[src/rtl/fft_ram_wr.sv]
// fft_ram_wr: captures one aligned FFT output frame per enable window,
// converts each complex bin to squared magnitude and writes the lower
// WR_POINTS bins into the spectrum RAM, then raises fft_shutdown.
//
// Beat handshake: a beat is transferred on a rising edge where fft_tvalid=1
// and the engine is in SYNC or WRITE with fft_valid=1. There is no ready
// back-pressure; the engine consumes every qualified beat, and beats seen in
// IDLE or DONE are ignored. fft_tlast is meaningful only together with
// fft_tvalid.
module fft_ram_wr #(
    parameter int POINTS    = 1024,
    parameter int WR_POINTS = 512,
    parameter int ADDR_W    = 10
) (
    input  logic              clk,
    input  logic              rst_n,
    input  logic              fft_valid,
    input  logic [31:0]       fft_tdata,
    input  logic              fft_tvalid,
    input  logic              fft_tlast,
    output logic              ram_wr_en,
    output logic [ADDR_W-1:0] ram_wr_addr,
    output logic [31:0]       ram_wr_data,
    output logic              fft_shutdown,
    output logic              frame_err
);

    localparam int CNT_W = (POINTS > 1) ? $clog2(POINTS) : 1;

    typedef enum logic [1:0] {
        IDLE  = 2'd0,
        SYNC  = 2'd1,
        WRITE = 2'd2,
        DONE  = 2'd3
    } state_t;

    state_t             state;
    state_t             state_nxt;
    logic [CNT_W-1:0]   cnt;
    logic [CNT_W-1:0]   cnt_nxt;
    logic               last_bin;
    logic               err_set;
    logic               abort;
    logic               beat_wr;

    // Magnitude pipeline registers.
    logic               s1_vld;
    logic signed [15:0] s1_re;
    logic signed [15:0] s1_im;
    logic [ADDR_W-1:0]  s1_idx;
    logic               s2_vld;
    logic [31:0]        s2_re2;
    logic [31:0]        s2_im2;
    logic [ADDR_W-1:0]  s2_idx;

    logic signed [31:0] re_ext;
    logic signed [31:0] im_ext;
    logic signed [31:0] re_sq;
    logic signed [31:0] im_sq;

    assign last_bin     = (cnt == CNT_W'(POINTS - 1));
    assign fft_shutdown = (state == DONE);

    // Next-state, bin counter and write-issue decode.
    always_comb begin
        state_nxt = state;
        cnt_nxt   = cnt;
        err_set   = 1'b0;
        abort     = 1'b0;
        beat_wr   = 1'b0;
        case (state)
            IDLE: begin
                if (fft_valid) state_nxt = SYNC;
            end
            SYNC: begin
                if (!fft_valid) begin
                    abort     = 1'b1;
                    state_nxt = IDLE;
                end else if (fft_tvalid && fft_tlast) begin
                    state_nxt = WRITE;
                    cnt_nxt   = '0;
                end
            end
            WRITE: begin
                // Enable dropping wins over any beat on the same edge.
                if (!fft_valid) begin
                    abort     = 1'b1;
                    state_nxt = IDLE;
                    cnt_nxt   = '0;
                end else if (fft_tvalid) begin
                    beat_wr = (int'(cnt) < WR_POINTS);
                    if (last_bin && fft_tlast) begin
                        state_nxt = DONE;
                    end else if (last_bin || fft_tlast) begin
                        // Length mismatch: this beat closes the bad frame.
                        err_set   = 1'b1;
                        state_nxt = SYNC;
                    end else begin
                        cnt_nxt = cnt + 1'b1;
                    end
                end
            end
            DONE: begin
                if (!fft_valid) state_nxt = IDLE;
            end
            default: state_nxt = IDLE;
        endcase
    end

    // State, counter and sticky error flag.
    always_ff @(posedge clk or negedge rst_n) begin
        if (!rst_n) begin
            state     <= IDLE;
            cnt       <= '0;
            frame_err <= 1'b0;
        end else begin
            state <= state_nxt;
            cnt   <= cnt_nxt;
            if (err_set) frame_err <= 1'b1;
        end
    end

    // Squares of the stage-1 operands; each fits in 32 bits (max 2^30).
    always_comb begin
        re_ext = 32'(s1_re);
        im_ext = 32'(s1_im);
        re_sq  = re_ext * re_ext;
        im_sq  = im_ext * im_ext;
    end

    // Three-stage magnitude pipeline; an abort clears every valid bit.
    always_ff @(posedge clk or negedge rst_n) begin
        if (!rst_n) begin
            s1_vld      <= 1'b0;
            s1_re       <= '0;
            s1_im       <= '0;
            s1_idx      <= '0;
            s2_vld      <= 1'b0;
            s2_re2      <= '0;
            s2_im2      <= '0;
            s2_idx      <= '0;
            ram_wr_en   <= 1'b0;
            ram_wr_addr <= '0;
            ram_wr_data <= '0;
        end else begin
            s1_vld    <= beat_wr;
            s1_re     <= fft_tdata[15:0];
            s1_im     <= fft_tdata[31:16];
            s1_idx    <= ADDR_W'(cnt);
            s2_vld    <= s1_vld && !abort;
            s2_re2    <= re_sq;
            s2_im2    <= im_sq;
            s2_idx    <= s1_idx;
            ram_wr_en <= s2_vld && !abort;
            if (s2_vld) begin
                ram_wr_addr <= s2_idx;
                ram_wr_data <= s2_re2 + s2_im2;
            end
        end
    end

endmodule
[config.mk]
export PLATFORM = sky130hd
export DESIGN_NAME = fft_ram_wr
export DESIGN_NICKNAME = d
export VERILOG_FILES = /design/src/rtl/fft_ram_wr.sv
export SDC_FILE = /design/constraint.sdc
export NUM_CORES = 1
export LEC_CHECK = 0
export CAP_MARGIN = 15
export CORE_UTILIZATION = 64
export CTS_CLUSTER_DIAMETER = 120
export DETAILED_ROUTE_END_ITERATION = 16
export GPL_TIMING_DRIVEN = 0
export PLACE_DENSITY = 0.92
export SYNTH_ARGS = -nofsm -noshare
export SYNTH_HDL_FRONTEND = slang
export SYNTH_SLANG_ARGS = --single-unit
[constraint.sdc]
create_clock -name clk -period 7.8 [get_ports clk]
set_input_delay 1.17 -clock clk [delete_from_list [all_inputs] [get_ports clk]]
set_output_delay 1.17 -clock clk [all_outputs]
set_load 0.01 [all_outputs]
# Word-level counts from Yosys, hierarchy flattened
# Cells that the tools add are included.
[word_totals]
register_bits = 174
inputBits = 37
out_inout_bits = 45
[op_classes]
n_addsub = 2
mul = 2
n_lt_le_gt_ge = 1
n_eq_ne = 13
mux = 26
reduce_logical = 11
[op_table]
columns = ["op", "count"]
rows = [
  ["16-bit by 16-bit multiplier with 32-bit output", 2],
  ["10-bit two-way mux", 6],
  ["32-bit adder", 1],
  ["10-bit case mux with 2 select lines", 1],
  ["2-bit two-way mux", 8],
  ["3-bit != test, second input constant", 4],
  ["10-bit by 1-bit adder with 10-bit output, second input constant", 1],
  ["10-bit equality test, second input constant", 1],
  ["10-bit < comparator, second input constant", 1],
  ["1-bit two-way mux", 10],
  ["2-bit != test, second input constant", 4],
  ["2-bit case mux with 4 select lines", 1],
  ["6-bit AND reduction", 1],
  ["5-bit AND reduction", 1],
  ["2-bit equality test, second input constant", 2],
  ["1-bit logical AND", 4],
  ["4-bit != test, second input constant", 1],
  ["2-bit by 1-bit equality test with 1-bit output, second input constant", 1],
  ["2-bit logical NOT", 1],
  ["2-bit nonzero test", 1],
  ["2-bit OR reduction", 1],
  ["1-bit logical NOT", 1],
  ["1-bit logical OR", 1],
]

# Logic depth before layout (Yosys ltp)
# Gate-level depths: netlist (run 1).
[logic_depth]
word_depth = 7
mapped_depth = 23
depth_no_buf = 23

# Worst setup path after synthesis (run 1)
# OpenSTA, ideal clock, no wires.
[synth_timing]
path_kind = "reg2reg"
start = "register s1_im[15]"
end = "register s2_im2[31]"
t_arrival_ns = 6.002
setup_slack_ns = 1.675
stages_incl_launch_ff = 22
path_buffers = 2
synth_period_minus_slack_ns = 6.125
path_cell_list = "dfrtp_1 -> clkbuf_1 -> clkbuf_1 -> nand2_1 -> fa_1 -> inv_1 -> fa_1 -> fa_1 -> fa_1 -> fa_1 -> inv_1 -> fa_1 -> inv_1 -> ha_1 -> a21o_1 -> a21o_1 -> a21oi_1 -> o221ai_1 -> a21oi_1 -> o21ai_1 -> o41a_1 -> xnor2_1"
[synth_via]
elab_chain_len = 1
[synth_lines]
columns = ["item", "line", "source"]
rows = [
  ["start, declared", "49", "logic signed [15:0] s1_im;"],
  ["start signal, assigned", "148", "s1_im <= fft_tdata[31:16];"],
  ["16-bit by 16-bit multiplier with 32-bit output", "128", "im_sq = im_ext * im_ext;"],
  ["named net im_sq[31]", "59", "logic signed [31:0] im_sq;"],
  ["end signal, assigned", "152", "s2_im2 <= im_sq;"],
  ["end, declared", "53", "logic [31:0] s2_im2;"],
]
# The timed path passes the listed nets, and every way through them passes these cells.
# A chain may end at the register's enable or synchronous reset.

# Worst setup path after layout (run 1)
[layout_timing]
start = "register s1_im[5]"
end = "register s2_im2[30]"
# The elaborated chain is that of the path after synthesis.

==> summary.md, run 1 <==
| Metric | Value |
|---|---|
| RSZ-0062 raised after global routing | `false` |
| Synth area leader | `fa_1` |
| ANT cells | `0` |
| Via/cell ratio | `approximately 5.6` |
| CTS buffer count | `17` |
| Setup crit end kind | `flop` |
| Max-slew violations | `0` |
| Core ar. | `approximately 37000 µm²` |
| Setup bufs post-CTS | `0` |
| Synthesis warning total | `0` |
| Wire length per cell | `18.1 µm` |
| Clk slew on worst S/H paths | `around 0.08 ns` |
| Post-CTS sizing | `0` |
| Top cell type's share of synthesized area | `0.386` |
| Syn Std Cell Area | `24300 µm²` |
| Remaining DRCs | `0` |
| Least-Margin Pin Slew | `between 0.9 and 1 ns` |
| Total track usage | `0.309` |
| Synth cell count leaders | `inv_1, fa_1, ha_1` |
| Final #Nets | `between 3000 and 4000` |
| Count leader, synth | `inv_1` |
| Share of layout cells above drive strength 1 | `0.0326` |
| DP Cell Count | `3016` |
| Drt total wl | `around 55000 µm` |
| Synth Instances | `around 2400` |
| Top FF cell, synth | `dfrtp_1` |
| Largest net degree at the start of global routing | `121` |
| Initial Util | `0.657` |
| HP Class | `flop to flop` |
| Area Overhead vs Synth | `8.43%` |
| Post-route clock skew | `roughly 0.021 ns` |
| Post-layout util | `0.712` |
| H-Tree Depth | `4` |
| Placer Congestion | `between 0.9 and 1` |
| Setup ws final | `about 0.35 ns` |
| Netlist cell types | `65` |
| DIE AREA | `38700 µm²` |
| Total gr overflow | `0` |
| TritonCTS clock tree | `done` |
| Detailed Route Iter0 Violations | `1061` |
| Die Y | `a little under 200 µm` |
| DRT antenna net count | `0` |
| Layout fillers | `2632` |
| Area of the multi-input gates | `about 17000 µm²` |
| Post-layout minimum cycle time | `7.45 ns` |
| First-pass GRT wire length | `92200 µm` |
| EDFF count, synth | `0` |
| Number of global-route vias before repair | `roughly 19000` |
| Core Rows | `70` |
| Die Wd | `between 150 and 200 µm` |
| Place WS | `0.527 ns` |
| Critical Path AT | `roughly 7.8 ns` |
| Synthesized flop and latch total | `~170` |
| Peak Freq | `between 100 and 150 MHz` |
| Outcome | `finished, final reports clean` |
| Register area | `4300 µm²` |
| Via count | `about 17000` |
| Clk Latency, worst-skew pair | `0.45 ns` |
| Syn nets | `approximately 3200` |
| Post-DP HPWL | `45200 µm` |
| Number of antenna violations at the first check in global routing | `0` |
| Max Root-Sink Buffers | `2` |
| Final period utilization | `0.956` |
| CP max FO | `10` |
| Hold Fails Final Rpt | `0` |
| Max Cap Viol | `0` |
| PortBufs | `80` |
| Final non-filler cell total | `~3000` |
| Worst endpoint required time | `about 8 ns` |
| FFs w/ async S/R, synth | `1.00` |
| Final setup fails | `0` |
| Seq/Total Area, Yosys | `0.177` |
| Hold WS | `about 0.35 ns` |
| CTS Hold Bufs | `0` |
| Avg Cell Area, Syn | `roughly 10 µm²` |
| CP Launch Type | `flop` |
| 1st-pass router iterations | `7` |
| Root buf cell | `clkbuf_16` |
| Headroom to the max-slew limit | `0.361` |
| IO Count | `roughly 80` |
| CTS sink count | `around 170` |
| Critical path type | `flop to flop` |
| Synth area leaders | `fa_1, dfrtp_1, ha_1` |
routing by layer:
layer	share of wire	GRT usage
met5	0	0
met1	0.38	0.381
met2	0.51	0.531
met4	0.040	0.126
met3	0.070	0.0623
registers in the layout, summed over array words and instances (netlist names):
register,cells
s2_vld,1
state,2
ram_wr_data,32
ram_wr_addr,10
cnt,10
s1_idx,10
frame_err,1
ram_wr_en,1
s2_im2,31
s2_idx,10
s1_re,16
s2_re2,31
s1_vld,1
s1_im,16
area by class of cell:
cell class	count	share of cell area
multi-input cells	1535	0.656
repair buffers	81	0.0317
plain buffers	53	0.00756
clock inverters	14	0.00580
clock buffers	18	0.0163
flip-flops and latches	172	0.164
inverters	671	0.0957
well taps	504	0.0240
worst max-delay path: stages, from the launching register on:
cell	delay, ns
dfrtp_1	0.32
clkbuf_1	0.48
clkbuf_1	0.65
nand2_1	0.18
fa_1	0.59
fa_1	0.44
fa_1	0.52
inv_1	0.06
fa_1	0.50
fa_1	0.52
inv_1	0.06
fa_1	0.51
inv_1	0.05
ha_1	0.34
and3_1	0.24
nand4_1	0.15
nor3_1	0.65
o2111ai_1	0.33
a21o_1	0.26
and3_1	0.17
a311o_1	0.32
stage by stage:
stage	TNS [ns]	instance area, µm²
finish	0	26300
global route	0	26300
CTS	0	26300
detailed placement	0	25700
global placement	-214.40	25700
floorplan	0	24300
logic make-up after synthesis:
kind of cell	Yosys count	share of synthesized area
compound gates	248	0.0694
xor+xnor	110	0.0397
fa+ha+maj	686	0.498
buf+inv	724	0.112
flops	172	0.177
mux	33	0.0151
simple gates	458	0.0883
path summary, 6_finish.rpt:
| path | startpoint | endpoint | slack [ns] | cells past startpoint |
|---|---|---|---|---|
| max | s1_im[5] | s2_im2[30] | 0.35 | 20 |
| min | s1_idx[7] | s2_idx[7] | 0.35 | 0 |
| max reg2reg | s1_im[5] | s2_im2[30] | 0.35 | 20 |
| min reg2reg | s1_idx[7] | s2_idx[7] | 0.35 | 0 |
| max in group asynchronous | rst_n | s2_im2[11] | 6.20 | 2 |
| min in group asynchronous | rst_n | s1_im[12] | 0.64 | 1 |
cells in the final DEF (no fill, tap or decap), drive strengths merged, types with 5 or more instances in the layout:
| master | instances |
|---|---|
| o21bai | 12 |
| a21o | 33 |
| ha | 218 |
| a211oi | 11 |
| nand3 | 15 |
| nand2b | 13 |
| xor2 | 29 |
| or3 | 7 |
| o21a | 12 |
| nand2 | 176 |
| nor2 | 95 |
| a31o | 10 |
| mux2 | 29 |
| dfrtp | 172 |
| and3 | 16 |
| and2 | 76 |
| nand4 | 5 |
| clkinv | 7 |
| inv | 677 |
| or2 | 6 |
| o21ai | 38 |
| o31ai | 7 |
| clkdlybuf4s50 | 79 |
| a31oi | 16 |
| o211ai | 6 |
| xnor2 | 81 |
| fa | 468 |
| nor3 | 29 |
| a21oi | 67 |
| nor2b | 13 |
| clkbuf | 69 |
Power of run 1 is left out: the tool's default activity adds up to more than one toggle a clock period on the data nets, which glitch-free logic cannot reach.
==> run 2: changes to the inputs <==
Settings changed: REMOVE_ABC_BUFFERS set to 1.
Clock period 7.8 ns to 7 ns, I/O delays scaled along.
==> run 2 against run 1 <==
Against the previous run:
- final area fell by 0.13%
- clock skew fell by 0.0060 ns
- register-to-register slack got worse by 0.11 ns
- critical endpoint unchanged
- die area did not move
- count of clock-buffer cells in the layout fell by 1
- fmax rose by 10%
- highest routed layer unchanged
- critical path depth fell by 1
- hold slack improved by 0.0050 ns
- setup slack got worse by 0.11 ns
- via count rose by 0.75%
- first-iteration DRC count rose by 16%
==> summary.md, run 2 (synthesis gave the netlist of run 1 again) <==
| Metric | Value |
|---|---|
| IO Count | `82 (unchanged)` |
| Clk slew on worst S/H paths | `0.08 ns (about the same)` |
| Crit-path cells | `inv_1 > fa_1 > inv_1 > fa_1 > inv_1 > fa_1 > inv_1 > fa_1 > fa_1 > inv_1 > fa_1 > inv_1 > ha_1 > nand4_1 > nor3_1 > o2111ai_1 > a21o_1 > and3_1 > a311o_1` |
| Drt total wl | `54300 µm (-1.5%)` |
| Post-layout minimum cycle time | `6.76 ns (-0.692 ns)` |
| PortBufs | `81 (+1.3%)` |
| Number of antenna violations at the first check in global routing | `0 (unchanged)` |
| Total track usage | `0.306 (-0.00220)` |
| Max-slew violations | `0 (unchanged)` |
| TritonCTS clock tree | `done` |
| Fin Setup TNS | `0 ns (unchanged)` |
| Number of global-route vias before repair | `20000 (+4.4%)` |
| Final period utilization | `0.966 (+0.0103)` |
| Max Root-Sink Buffers | `2 (unchanged)` |
| 1st-pass router iterations | `6 (-1)` |
| Critical path type | `flop to flop` |
| Clk Latency, worst-skew pair | `0.46 ns (about the same)` |
| Via count | `17200 (+0.75%)` |
| Largest net degree at the start of global routing | `97 (-20%)` |
| Remaining DRCs | `0 (unchanged)` |
| CTS sink count | `172 (unchanged)` |
| CP Launch Type | `flop` |
| Final setup fails | `0 (unchanged)` |
| CP max stage delay | `0.71 ns (+0.06 ns)` |
| Total gr overflow | `0 (unchanged)` |
| HP Class | `flop to flop` |
| Slowest-stage cell, CP | `dfrtp_1` |
| Share of layout cells above drive strength 1 | `0.0456 (+0.0130)` |
| CP max FO | `14 (+4)` |
| Outcome | `finished, final reports clean` |
| Hold WS | `0.351 ns (+0.00497 ns)` |
| DIE AREA | `38700 µm² (unchanged)` |
| Least-Margin Pin Slew | `0.961 ns (+0.00231 ns)` |
| Post-DP Area | `25600 µm² (-0.73%)` |
| Max FFs per register | `32 (unchanged)` |
| Max Cap Viol | `0 (unchanged)` |
| First-pass GRT wire length | `92700 µm (+0.52%)` |
| Post-route clock skew | `0.0146 ns (-0.00603 ns)` |
| Area Overhead vs Synth | `8.28%` |
| Core Rows | `70 (unchanged)` |
| Hold Fails Final Rpt | `0 (unchanged)` |
| Commonest non-fill, non-tap cell in the layout | `inv_1` |
| Final #Nets | `3209 (-1.4%)` |
| DRT antenna net count | `0 (unchanged)` |
| Root buf cell | `clkbuf_16` |
| Core ar. | `37000 µm² (unchanged)` |
| Placer Congestion | `0.936 (-3.4%)` |
| Worst endpoint required time | `7.34 ns (-0.79 ns)` |
| Via/cell ratio | `5.71 (+2.3%)` |
| Critical Path AT | `7.10 ns (-0.69 ns)` |
| H-Tree Depth | `4 (unchanged)` |
| Most frequent cells in the layout | `inv_1, fa_1, ha_1` |
| Initial Util | `0.657 (unchanged)` |
| Place WS | `-0.380 ns (-0.907 ns)` |
| Final instance area | `26300 µm² (-0.13%)` |
| Headroom to the max-slew limit | `0.360 (-0.00154)` |
| Peak Freq | `148 MHz (+10%)` |
| WP buf/inv | `6 (+1)` |
| Setup crit end kind | `flop` |
| CTS Hold Bufs | `0 (unchanged)` |
| Setup ws final | `0.238 ns (-0.108 ns)` |
| Wire length per cell | `18.1 µm (about the same)` |
| Detailed Route Iter0 Violations | `1232 (+16%)` |
| Die Wd | `197 µm (unchanged)` |
| Die Y | `197 µm (unchanged)` |
| CTS buffer count | `17 (unchanged)` |
| ANT cells | `0 (unchanged)` |
| Biggest regs | `ram_wr_data: 32 flops, s2_im2: 31 flops, s2_re2: 31 flops` |
| Post-DP HPWL | `43800 µm (-3.1%)` |
| Most flop-heavy register | `ram_wr_data` |
| CP delay by family, top | `adder cells` |
run 2: cell types whose count changed in the layout (fill, tap and decap cells not counted), sizes merged:
cell / change
clkdlybuf4s50: +1
buf: +5
inv: -2
bufinv: +1
clkbuf: -52
clkinv: +1
clkinvlp: +1
run 2: final timing paths:
kind                            from    endpoint  slack [ns]  cells after the start
setup / recovery            s1_im[7]  s2_im2[30]        0.24                     19
hold / removal             s1_idx[1]   s2_idx[1]        0.35                      0
setup reg to reg            s1_im[7]  s2_im2[30]        0.24                     19
hold reg to reg            s1_idx[1]   s2_idx[1]        0.35                      0
max in group asynchronous      rst_n    s1_im[2]        5.52                      2
min in group asynchronous      rst_n    s1_re[8]        0.61                      1
run 2: cell type report:
type | count | area, µm²
Clock buffer | 17 | 425
Clock inverter | 15 | 213
Fill cell | 2384 | 10700
Inverter | 671 | 2530
Multi-Input combinational cell | 1535 | 17300
Sequential cell | 172 | 4330
Tap cell | 504 | 631
Timing Repair Buffer | 89 | 896
run 2: timing repair:
action / in CTS / in global routing
pin swaps: 0 / 1
gates resized for setup: 4 / 20
setup buffers: 0 / 7
hold endpoints to repair: 0 / 0
endpoints found under the setup margin: 8 / 7
run 2: per-stage QoR:
step                instances   util
CTS                      2996  0.709
global route             3003  0.711
floorplan                2378      -
global placement         2963  0.690
detailed placement       2964  0.691
finish                   3003  0.711
run 2: per-layer routing:
metal,GRT usage,part of all wire
met1,0.356,0.35
met2,0.547,0.53
met3,0.0518,0.067
met4,0.154,0.049
met5,0,0
Power of run 2 is left out for the same reason.
==> run 3: changes to the inputs <==
Clock period 7 ns to 7.36 ns, I/O delays scaled along.
==> run 3 against run 2 <==
Against the previous run:
- wire length decreased by 0.29%
- fmax decreased by 4.7%
- via count is 0.37% lower
- core utilization down 0.23 points
- non-clock buffer count decreased by 7
- first-iteration DRC count down 5.7%
- clock skew is essentially flat
- critical endpoint is now s2_re2[29]
- global-route usage about the same
- die area unchanged
- critical path depth did not move
- register-to-register slack gained 0.03 ns
- setup slack better by 0.027 ns
==> summary.md, run 3 (synthesis gave the netlist of run 1 again) <==
| Metric | Value |
|---|---|
| Outcome | `finished, final reports clean` |
| Total track usage | `0.306 (about the same)` |
| Cell mode on critical path | `fa_1` |
| Final non-filler cell total | `2996 (-0.23%)` |
| Via/cell ratio | `5.71 (-0.14%)` |
| Placer Congestion | `0.936 (unchanged)` |
| Final setup fails | `0 (unchanged)` |
| DP Cell Count | `2964 (unchanged)` |
| Final #Nets | `3202 (-0.22%)` |
| Max-slew violations | `0 (unchanged)` |
| Drt total wl | `54100 µm (-0.29%)` |
| PortBufs | `81 (unchanged)` |
| Largest net degree at the start of global routing | `97 (unchanged)` |
| Slowest-stage cell, CP | `dfrtp_1` |
| Die Wd | `197 µm (unchanged)` |
| Number of global-route vias before repair | `20000 (-0.0050%)` |
| Initial Util | `0.657 (unchanged)` |
| DIE AREA | `38700 µm² (unchanged)` |
| Post-DP HPWL | `43800 µm (unchanged)` |
| DRT antenna net count | `0 (unchanged)` |
| Most flop-heavy register | `ram_wr_data` |
| Critical Path AT | `7.42 ns (+0.32 ns)` |
| Setup ws final | `0.266 ns (+0.0273 ns)` |
| Least-Margin Pin Slew | `0.977 ns (+0.0162 ns)` |
| Peak Freq | `141 MHz (-4.7%)` |
| Worst endpoint required time | `7.69 ns (+0.35 ns)` |
| Detailed Route Iter0 Violations | `1162 (-5.7%)` |
| Crit-path cells | `inv_1 > nor2_1 > fa_1 > fa_1 > fa_1 > fa_1 > fa_1 > inv_1 > fa_1 > inv_1 > ha_1 > and4_1 > nand3_1 > a221oi_1 > o211ai_1 > a211oi_1 > a21bo_2 > a31oi_1 > xnor2_1` |
| Core ar. | `37000 µm² (unchanged)` |
| Remaining DRCs | `0 (unchanged)` |
| CTS sink count | `172 (unchanged)` |
| Area of the multi-input gates | `17300 µm² (about the same)` |
| Critical path type | `flop to flop` |
| Most frequent cells in the layout | `inv_1, fa_1, ha_1` |
| Post-layout minimum cycle time | `7.09 ns (+0.333 ns)` |
| TritonCTS clock tree | `done` |
| WP buf/inv | `3 (-3)` |
| IO Count | `82 (unchanged)` |
| CTS buffer count | `17 (unchanged)` |
| First-pass GRT wire length | `92700 µm (about the same)` |
| Headroom to the max-slew limit | `0.349 (-0.0108)` |
| CP delay by family, top | `adder cells` |
| HP Class | `flop to flop` |
| Core Rows | `70 (unchanged)` |
| Place WS | `-0.0203 ns (+0.360 ns)` |
| CP max FO | `17 (+3)` |
| Hold Fails Final Rpt | `0 (unchanged)` |
| Post-layout util | `0.709 (-0.00234)` |
| Clk Latency, worst-skew pair | `0.46 ns (about the same)` |
| Wire length per cell | `18.1 µm (about the same)` |
| Via count | `17100 (-0.37%)` |
| Total gr overflow | `0 (unchanged)` |
| Root buf cell | `clkbuf_16` |
| ANT cells | `0 (unchanged)` |
| Clk slew on worst S/H paths | `0.08 ns (about the same)` |
| CP Launch Type | `flop` |
| 1st-pass router iterations | `5 (-1)` |
| Max Root-Sink Buffers | `2 (unchanged)` |
| RSZ-0062 raised after global routing | `false` |
| Hold WS | `0.351 ns (+0.00000200 ns)` |
| Die Y | `197 µm (unchanged)` |
| CTS Hold Bufs | `0 (unchanged)` |
| CP max stage delay | `0.80 ns (+0.09 ns)` |
| Commonest non-fill, non-tap cell in the layout | `inv_1` |
| Area Overhead vs Synth | `7.93%` |
| Share of layout cells above drive strength 1 | `0.0361 (-0.00950)` |
| Register area | `4310 µm² (-0.52%)` |
| Biggest regs | `ram_wr_data: 32 flops, s2_im2: 31 flops, s2_re2: 31 flops` |
| Post-route clock skew | `0.0146 ns (-0.00000360 ns)` |
| Number of antenna violations at the first check in global routing | `0 (unchanged)` |
| Max Cap Viol | `0 (unchanged)` |
| Max FFs per register | `32 (unchanged)` |
| Final period utilization | `0.964 (-0.00205)` |
| Setup crit end kind | `flop` |
| H-Tree Depth | `4 (unchanged)` |
| Layout fillers | `2399 (+0.63%)` |
## run 3: final timing paths
kind | start | end | slack [ns] | cells after the start
worst min-delay path | s1_idx[1] | s2_idx[1] | 0.35 | 0
min in group asynchronous | rst_n | s1_re[8] | 0.66 | 1
worst min register to register | s1_idx[1] | s2_idx[1] | 0.35 | 0
worst max register to register | s1_re[2] | s2_re2[29] | 0.27 | 19
max in group asynchronous | rst_n | s1_im[2] | 5.85 | 2
worst max-delay path | s1_re[2] | s2_re2[29] | 0.27 | 19
## run 3: repair_timing
item,4_1_cts,5_1_grt
resized for setup,1,4
endpoints found under the setup margin,1,4
pin swaps,0,0
setup buffers,0,0
## run 3: stage by stage
stage               cell area, µm²  TNS [ns]
floorplan                    24100         0
CTS                          26200         0
global placement             25500   -287.58
finish                       26200         0
detailed placement           25600   -0.0203
global route                 26200         0
## run 3: area by class of cell
type                            instances  share of cell area
Tap cell                              504              0.0241
Sequential cell                       172               0.164
Inverter                              671              0.0963
Clock buffer                           17              0.0162
Multi-Input combinational cell       1535               0.659
Clock inverter                         15             0.00812
Timing Repair Buffer                   82              0.0322
## run 3: per-layer routing
layer | wire length (µm) | part of all wire | vias to the layer above | GRT usage
li1 | - | - | 7424 | -
met5 | 0 | 0 | - | 0
met4 | 2490 | 0.046 | 0 | 0.154
met3 | 3570 | 0.066 | 213 | 0.0515
met1 | 19300 | 0.36 | 8723 | 0.356
met2 | 28700 | 0.53 | 734 | 0.548
Power of run 3 is left out for the same reason.
